$ cat src/rtl/game_tick_gen.sv
// Game-speed timebase: game step clock, tick strobe and score strobe, with a
// divisor that ramps down on a fixed schedule until it reaches a floor.
module game_tick_gen #(
    parameter int CNT_W       = 32,
    parameter int START_DIV   = 25000,
    parameter int MID_DIV     = 10000,
    parameter int MIN_DIV     = 2500,
    parameter int STEP_FAST   = 500,
    parameter int STEP_SLOW   = 250,
    parameter int RAMP_PERIOD = 1000000,
    parameter int SCORE_MULT  = 5,
    parameter int LEVEL_W     = 4
) (
    input  logic               clk,
    input  logic               rst,
    input  logic               enable,
    input  logic               restart,
    output logic               game_clk,
    output logic               tick,
    output logic               scoreUP,
    output logic [CNT_W-1:0]   div,
    output logic [LEVEL_W-1:0] level,
    output logic               at_max_speed
);

    localparam int SC_W = CNT_W + 8;
    localparam logic [CNT_W-1:0] START_V   = CNT_W'(START_DIV);
    localparam logic [CNT_W-1:0] MID_V     = CNT_W'(MID_DIV);
    localparam logic [CNT_W-1:0] MIN_V     = CNT_W'(MIN_DIV);
    localparam logic [CNT_W-1:0] FAST_V    = CNT_W'(STEP_FAST);
    localparam logic [CNT_W-1:0] SLOW_V    = CNT_W'(STEP_SLOW);
    localparam logic [CNT_W-1:0] RAMP_LAST = CNT_W'(RAMP_PERIOD - 1);
    localparam logic             AT_MAX_RST = (START_DIV == MIN_DIV);

    logic               game_clk_q, game_clk_d;
    logic               tick_q, tick_d;
    logic               score_up_q, score_up_d;
    logic [CNT_W-1:0]   div_q, div_d;
    logic [LEVEL_W-1:0] level_q, level_d;
    logic [CNT_W-1:0]   hc_q, hc_d;
    logic [CNT_W-1:0]   rc_q, rc_d;
    logic [SC_W-1:0]    sc_q, sc_d;
    logic               at_max_q, at_max_d;

    logic [CNT_W-1:0]   half_lim;
    logic [SC_W-1:0]    score_thr;
    logic [CNT_W-1:0]   step_v;
    logic [CNT_W:0]     floor_lim;
    logic [CNT_W-1:0]   div_ramped;

    always_ff @(posedge clk or posedge rst) begin
        if (rst) begin
            game_clk_q <= 1'b0;
            tick_q     <= 1'b0;
            score_up_q <= 1'b0;
            div_q      <= START_V;
            level_q    <= '0;
            hc_q       <= '0;
            rc_q       <= '0;
            sc_q       <= '0;
            at_max_q   <= AT_MAX_RST;
        end else begin
            game_clk_q <= game_clk_d;
            tick_q     <= tick_d;
            score_up_q <= score_up_d;
            div_q      <= div_d;
            level_q    <= level_d;
            hc_q       <= hc_d;
            rc_q       <= rc_d;
            sc_q       <= sc_d;
            at_max_q   <= at_max_d;
        end
    end

    always_comb begin
        game_clk_d = game_clk_q;
        tick_d     = 1'b0;
        score_up_d = 1'b0;
        div_d      = div_q;
        level_d    = level_q;
        hc_d       = hc_q;
        rc_d       = rc_q;
        sc_d       = sc_q;
        at_max_d   = at_max_q;

        half_lim   = (div_q >> 1) - CNT_W'(1);
        score_thr  = SC_W'(div_q) * SC_W'(SCORE_MULT);
        step_v     = (div_q > MID_V) ? FAST_V : SLOW_V;
        // Floor test is done one bit wider so a large step cannot wrap below zero.
        floor_lim  = {1'b0, MIN_V} + {1'b0, step_v};
        div_ramped = ({1'b0, div_q} < floor_lim) ? MIN_V : (div_q - step_v);

        if (restart) begin
            game_clk_d = 1'b0;
            div_d      = START_V;
            level_d    = '0;
            hc_d       = '0;
            rc_d       = '0;
            sc_d       = '0;
            at_max_d   = AT_MAX_RST;
        end else if (enable) begin
            if (hc_q >= half_lim) begin
                game_clk_d = ~game_clk_q;
                tick_d     = ~game_clk_q;
                hc_d       = '0;
            end else begin
                hc_d = hc_q + CNT_W'(1);
            end

            if (sc_q >= score_thr - SC_W'(1)) begin
                score_up_d = 1'b1;
                sc_d       = '0;
            end else begin
                sc_d = sc_q + SC_W'(1);
            end

            if (rc_q == RAMP_LAST) begin
                rc_d  = '0;
                div_d = div_ramped;
                if (div_ramped != div_q && level_q != '1) begin
                    level_d = level_q + LEVEL_W'(1);
                end
            end else begin
                rc_d = rc_q + CNT_W'(1);
            end

            at_max_d = (div_d == MIN_V);
        end
    end

    assign game_clk     = game_clk_q;
    assign tick         = tick_q;
    assign scoreUP      = score_up_q;
    assign div          = div_q;
    assign level        = level_q;
    assign at_max_speed = at_max_q;

endmodule

$ cat config.mk
export PLATFORM = sky130hd
export DESIGN_NAME = game_tick_gen
export DESIGN_NICKNAME = d
export VERILOG_FILES = /design/src/rtl/game_tick_gen.sv
export SDC_FILE = /design/constraint.sdc
export NUM_CORES = 1
export LEC_CHECK = 0
export CORE_MARGIN = 1
export CORE_UTILIZATION = 40
export CTS_BUF_LIST = sky130_fd_sc_hd__clkbuf_2
export DETAILED_ROUTE_END_ITERATION = 7
export GPL_ROUTABILITY_DRIVEN = 0
export HOLD_SLACK_MARGIN = 0.1
export PLACE_DENSITY = 0.6
export SYNTH_ARGS = -nofsm -noshare
export SYNTH_HDL_FRONTEND = slang
export SYNTH_SLANG_ARGS = --single-unit
$ cat constraint.sdc
create_clock -name clk -period 14.4 [get_ports clk]
set_input_delay 2.16 -clock clk [delete_from_list [all_inputs] [get_ports clk]]
set_output_delay 2.16 -clock clk [all_outputs]
set_load 0.02 [all_outputs]
==> summary.txt <==
Die
  • Die width: 187.3 um
  • Initial core utilization: 0.4085
  • CORE AREA: roughly 34000 sq um
  • Number of I/O pins: 44
  • Die Y: about 190 um
  • Die area: around 35000 sq um
  • Core Rows: 67

Worst setup path
  • R2R Setup Slk: a little over 8 ns
  • WS Path Type: flop to flop
  • Worst setup EP type: flop
  • CP max FO: 60
  • Worst Path Required: ~15 ns
  • Crit path DAT: 6.99 ns
  • CP Launch Type: flop

Flow run
  • Max_cap viols: 0

Logic synthesis
  • Number of synthesized flops with an enable pin: 0
  • #FFs+latches synth: about 140
  • Post-synthesis cell area: roughly 14000 sq um
  • Largest area contributor in the netlist: dfrtp_1
  • Syn. warnings: 0
  • Mapped Nets: 1835
  • Synth area leaders: dfrtp_1 25%, ha_1 15%, xnor2_1 5.0%
  • Synth Area per Inst: between 8 and 9 sq um
  • Top post-synthesis cells by count: 169 x ha_1, 143 x nor2_1, 138 x dfrtp_1
  • Most frequent cell after synthesis: ha_1
  • Area share of the largest cell type after synthesis: 0.2515
  • Cell variety after synth: slightly above 80
  • Mapped Cells: 1631
  • Synth Flop Type: dfrtp_1
  • Post-synthesis sequential area ratio: 0.2629
  • Ys async rst share: 1.000

STA
  • Max Transition Viols Final: 0
  • Fin crit share: 0.4325
  • RSZ-0062 raised after global routing: no
  • Setup violations, final: 0
  • Post-layout min period: just over 6 ns
  • Setup Skew: about 0.057 ns
  • Setup TNS: 0 ns
  • Hold Vio Cnt, Final: 0
  • Setup WS post-layout: slightly above 8 ns
  • Worst-margin pin slew: 1.367 ns
  • Fmax: between 150 and 200 MHz
  • Relative slew slack: 0.08547

Global route
  • Global-route wire length before repair: 64690 um
  • Gr busiest metal: met2
  • Met1 Usage GRT: 0.3136
  • GRT Util Overall: 0.2325
  • GRT overflow: 0
  • Met2 usage: 0.3619
  • Global routing usage on met3: 0.04878
  • Initial antenna violation count: 1
  • Largest net degree at the start of global routing: 74
  • Vias in the first global route: roughly 12000

Drt
  • Initial DRT Pass Iterations: 5
  • Initial DRC count: roughly 1100
  • Via count: between 10000 and 15000
  • Via-to-Cell Ratio: 5.784
  • Final wirelength: 39950 um
  • DRC: 0
  • Post-DRT Antenna Nets: 0
  • Routed wire per std cell: about 19 um

Finish
  • P&R area growth vs syn: 8.100%
  • Ratio of cells with drive above 1 in the final layout: 0.05024
  • # fillers: about 3300
  • Nets@finish: roughly 1900
  • Final core occ: 0.4416
  • Post-Layout Cell Count: between 2000 and 2500

Clocking
  • CTS H-tree lvls: 4
  • Clk_lat worst skew: roughly 0.89 ns
  • Cts repair resizes: 0
  • CTS tree: done
  • Total clock sinks: about 140
  • Maximum buffer depth of the clock tree: 2
  • Cts hold-fix bufs: 0
  • Post-CTS Setup Bufs: 0
  • CTS buffer count: 17
  • Worst-path clk slew: ~0.24 ns
  • Root Driver: clkbuf_2

Place
  • Dpl ws: between 8 and 9 ns
  • Dpl cells: approximately 2100
  • I/O Buffers: 43
  • DP HPWL: between 30000 and 40000 um

Pwr
  • Leakage power: slightly below 7 nW
  • Power per cell area: ~52 nW/um^2
  • Peak supply drop: 38.10 uV

Worst hold path
  • Hold Path Class: flop to flop

Outcome
  • Status: finished, final reports clean
==> worst max-delay path, cell delays in order (launching register included) <==
cell and delay (ns):
dfrtp_1 0.77, inv_1 0.28, fa_1 0.59, inv_1 0.04
ha_1 0.36, a211o_1 0.31, o22ai_1 0.42, o22ai_1 0.28
o21a_1 0.23, nor2_1 0.22, o2111ai_1 0.17, a21oi_1 0.19
xor2_1 0.10, ha_1 0.30, nand2_1 0.06, nor2_1 0.18
nand3_1 0.11, a211o_1 0.28, a31o_2 0.28, nand4_1 0.09
buf_4 0.47, o21ai_0 0.18, a21o_1 0.21
==> worst paths after layout <==
check	from	to	cells past startpoint
setup / recovery	div[4]	sc_q[6]	22
hold / removal	rc_q[31]	rc_q[31]	1
setup reg to reg	div[4]	sc_q[6]	22
hold reg to reg	rc_q[31]	rc_q[31]	1
max in group asynchronous	rst	hc_q[26]	3
min in group asynchronous	rst	rc_q[2]	2
==> where the power goes <==
group	switching (W)	internal [W]
logic	0.0000797	0.0000385
clock network	0.000186	0.0000510
registers	0.00000377	0.000407
==> sequential cells by signal, summed over array words and instances (netlist names) <==
signal,flops
rc_q,32
game_clk,1
scoreUP,1
level,4
div,32
sc_q,40
tick,1
hc_q,32
at_max_speed,1
==> placed cells by master (no fill, tap or decap), types with 7 or more instances in the layout <==
cell type / synthesis / layout
nor3_1: 26 / 26
nor2_1: 143 / 142
buf_4: 1 / 10
nor4_1: 18 / 18
fa_1: 31 / 31
a211oi_1: 9 / 9
dfrtp_1: 138 / 138
nor3b_1: 15 / 15
ha_1: 169 / 169
a21o_1: 53 / 53
and2_1: 8 / 8
a211o_1: 7 / 7
and3_1: 38 / 38
o21ai_0: 111 / 111
nor2b_1: 13 / 13
nand3_1: 86 / 86
a31oi_1: 11 / 11
clkdlybuf4s50_1: 0 / 43
o21bai_1: 9 / 9
nand2_1: 133 / 133
o21a_1: 12 / 12
xnor2_1: 79 / 79
a21oi_1: 93 / 93
nand4_1: 51 / 51
inv_1: 126 / 125
clkbuf_2: 0 / 17
and4_1: 8 / 8
xor2_1: 65 / 65
nand2b_1: 16 / 16
==> area by class of cell <==
class                      instances  area [sq um]  area share
clock buffer                      17         85.08    0.005731
tap                              448         560.5     0.03776
clock inverter                    15         123.9    0.008344
antenna                            1         2.502   0.0001686
sequential                       144          3611      0.2432
timing repair buffer              53         505.5     0.03405
inverter                         127         481.7     0.03245
multi-input combinational       1316          9475      0.6383
==> cells by family (layout without fill, tap and decap cells) <==
| group | after synthesis | in the layout | synth area share |
|---|---|---|---|
| and+or+nand+nor | 585 | 585 | 0.2145 |
| xor gates and xnor gates | 144 | 144 | 0.09184 |
| other | 0 | 1 | 0 |
| DFF | 144 | 144 | 0.2629 |
| AOI/OAI and AO/OA | 384 | 384 | 0.1819 |
| muxes | 3 | 3 | 0.002187 |
| buffers and inverters | 171 | 212 | 0.04756 |
| adders and majority gates | 200 | 200 | 0.1992 |
==> metal layers <==
| layer | wire [um] | vias to the layer above | part of all wire |
|---|---|---|---|
| met5 | 58 | - | 0.0015 |
| met4 | 1177 | 2 | 0.029 |
| met1 | 18340 | 5986 | 0.46 |
| met2 | 17950 | 370 | 0.45 |
| li1 | - | 5844 | - |
| met3 | 2428 | 66 | 0.061 |
==> per-stage QoR <==
stage | instance area, sq um | hold slack [ns] | power, W
after global routing | 14850 | 0.5538 | 0.0008048
after global placement | 14630 | 0.4985 | 0.0005327
after floorplan | 13730 | 0.4717 | 0.0004994
after detailed placement | 14630 | 0.5038 | 0.0005345
final | 14850 | 0.5270 | 0.0007662
after CTS | 14840 | 0.5313 | 0.0007762
No activity file was read; power rests on OpenSTA's default activity.
==> variant, RTL diff (same flow settings) <==
Register the output `level` once more, without a reset; this adds one clock of latency there. The other outputs are not delayed to match.
--- a/src/rtl/game_tick_gen.sv
+++ b/src/rtl/game_tick_gen.sv
@@ -132,7 +132,9 @@
     assign tick         = tick_q;
     assign scoreUP      = score_up_q;
     assign div          = div_q;
-    assign level        = level_q;
+    always_ff @(posedge clk) begin
+        level <= level_q;
+    end
     assign at_max_speed = at_max_q;
 
 endmodule
Check against the original RTL: no difference found for any inputs over 4 cycles, from zero or initial values and one cycle with rst high; that may be too few to reach the edited logic, so the function may still have changed.
==> variant against the unedited design <==
Synthesized area is 2.5% higher; sequential cell count is 4 higher; non-clock buffer count is 5 higher; critical path depth is 2 lower; wire length is 9.0% higher; global-route usage is 1.4 points higher; final area is 3.1% higher; worst setup slack worse by 0.94 ns; largest cell class unchanged.
Power is not compared: it rests on default switching activity, and its combinational part moved more than twofold at a synthesized area within 25%.
==> variant: results (changes against the unedited design) <==
| Metric | Value |
|---|---|
| Hold_sp | `level_q[3]$_DFFE_PP0P_ (was rc_q[31]$_DFFE_PP0P_)` |
| Synth cell count leaders | `ha_1, nand2_1, dfrtp_1 (was ha_1, nor2_1, dfrtp_1)` |
| Placed cell areas | `0.0150 mm² (was 0.0146 mm²)` |
| Yosys cell types | `78 (was 82)` |
| DR vias | `12800 (was 12300)` |
| Post-layout nets | `1928 (was 1863)` |
| Worst r2r src | `div[18]$_DFFE_PP0P_ (was div[4]$_DFFE_PP0P_)` |
| Crit path max fanout | `30 (was 60)` |
| Worst Hold Endpoint | `level[3]$_DFF_P_ (was rc_q[31]$_DFFE_PP0P_)` |
| Yosys warns | `0 (unchanged)` |
| Reg-to-Reg End | `sc_q[39]$_DFFE_PP0P_ (was sc_q[6]$_DFFE_PP0P_)` |
| Largest net degree at the start of global routing | `86 (was 74)` |
| Worst Tran Pin Value | `1.16 ns (was 1.37 ns)` |
| H-tree depth | `4 (unchanged)` |
| Crit-path max cell delay | `0.93 ns (was 0.77 ns)` |
| Asr flop ratio synth | `97.3% (was 100%)` |
| Max VDD drop | `0.0493 mV` |
| Share of post-route cells with drive strength above 1 | `4.95% (was 5.02%)` |
| Dpl hpwl | `32500 µm (was 30100 µm)` |
| WL per Instance | `19.9 µm (was 18.8 µm)` |
| Vias in the first global route | `12400 (was 11700)` |
| CTS Root Cell | `clkbuf_2 (unchanged)` |
| CTS Buf Count | `17 (unchanged)` |
| Clk_lat worst skew | `0.87 ns (was 0.89 ns)` |
| Iteration-0 DRC Markers | `1215 (was 1065)` |
| Clk buf depth | `2 (unchanged)` |
| Max reg flops | `40 (unchanged)` |
| Setup bufs post-CTS | `0 (unchanged)` |
| Primary FF master, synth | `dfrtp_1 (unchanged)` |
| Reg clk slew, reported paths | `0.28 ns (was 0.24 ns)` |
| Largest Register | `sc_q (unchanged)` |
| First-pass GRT wire length | `69100 µm (was 64700 µm)` |
| Skew final | `0.0589 ns (was 0.0573 ns)` |
| Buffers on Ports | `43 (unchanged)` |
| Worst r2r path cells | `20 (was 22)` |
| Status | `finished clean (unchanged)` |
| CP arrival | `7.92 ns (was 6.99 ns)` |
| Top-count cell post-synth | `ha_1 (unchanged)` |
| Crit path max-delay cell type | `o311ai_0 (was dfrtp_1)` |
| WS Path Type | `reg2reg (unchanged)` |
| Maxcap violations | `0 (unchanged)` |
| Dpl ws | `7.44 ns (was 8.24 ns)` |
| Global Route Usage Sum | `24.7% (was 23.3%)` |
| Initial antenna violation count | `1 (unchanged)` |
| Sequential-to-total area share from yosys stat | `26.2% (was 26.3%)` |
| CP Capture Type | `flop (unchanged)` |
| Ranking of synthesized cells by area | `dfrtp_1, ha_1, xnor2_1, fa_1, nand2_1 (was dfrtp_1, ha_1, xnor2_1, fa_1, xor2_1)` |
| Hold Path Class | `reg2reg (unchanged)` |
| Minimum clock period | `7.17 ns (was 6.23 ns)` |
| Resized Gates After CTS | `0 (unchanged)` |
| Drt first pass iters | `6 (was 5)` |
| Worst Hold Path Cells | `0 (was 1)` |
| Leakage | `approximately 0.007 µW` |
variant: per-stage QoR:
stage	hold slack, ns	cells
after floorplan	0.369	1697
after global placement	0.400	2160
after detailed placement	0.402	2160
after CTS	0.448	2192
after global routing	0.469	2193
final	0.437	2193
variant: area by class of cell:
cell class,count,area (µm²)
multi-input combinational,1367,9700
antenna,1,2.50
timing repair buffer,58,538
sequential,148,3690
inverter,132,500
fill,3448,19300
clock inverter,14,221
tap,455,569
clock buffer,18,90.1
variant: logic make-up after synthesis:
group                    Yosys count  synth area share, %
AND/OR/NAND/NOR                  630                 22.4
AO/OA/AOI/OAI                    386                 17.4
multiplexers                       8                0.569
flip-flops                       148                 26.2
adder cells (fa/ha/maj)          200                 19.4
XOR/XNOR                         143                 8.89
buffers and inverters            182                 5.06
variant: critical path, delay by kind of cell (launching register included):
| family | cells | cell delay, ns |
|---|---|---|
| AO/OA/AOI/OAI | 10 | 3.15 |
| adder cells (fa/ha/maj) | 3 | 1.36 |
| buffers and inverters | 3 | 0.68 |
| flip-flops | 1 | 0.69 |
| AND/OR/NAND/NOR | 4 | 1.13 |
variant: where the power goes:
part           internal, µW  leakage (µW)  switching [µW]  total [µW]
Clock                   136      0.000181             186         321
Combinational          6.09       0.00462            26.5        32.6
Sequential              418       0.00202            1.95         420
variant: routing by layer:
metal / wire (µm) / vias to the layer above / global-route usage, % / share of wire (%)
met4: 1630 / 0 / 10.7 / 3.7
met1: 19300 / 6171 / 33.0 / 44
met2: 19000 / 449 / 37.5 / 44
li1: - / 6076 / - / -
met5: 0 / - / 0 / 0
met3: 3630 / 88 / 6.20 / 8.3
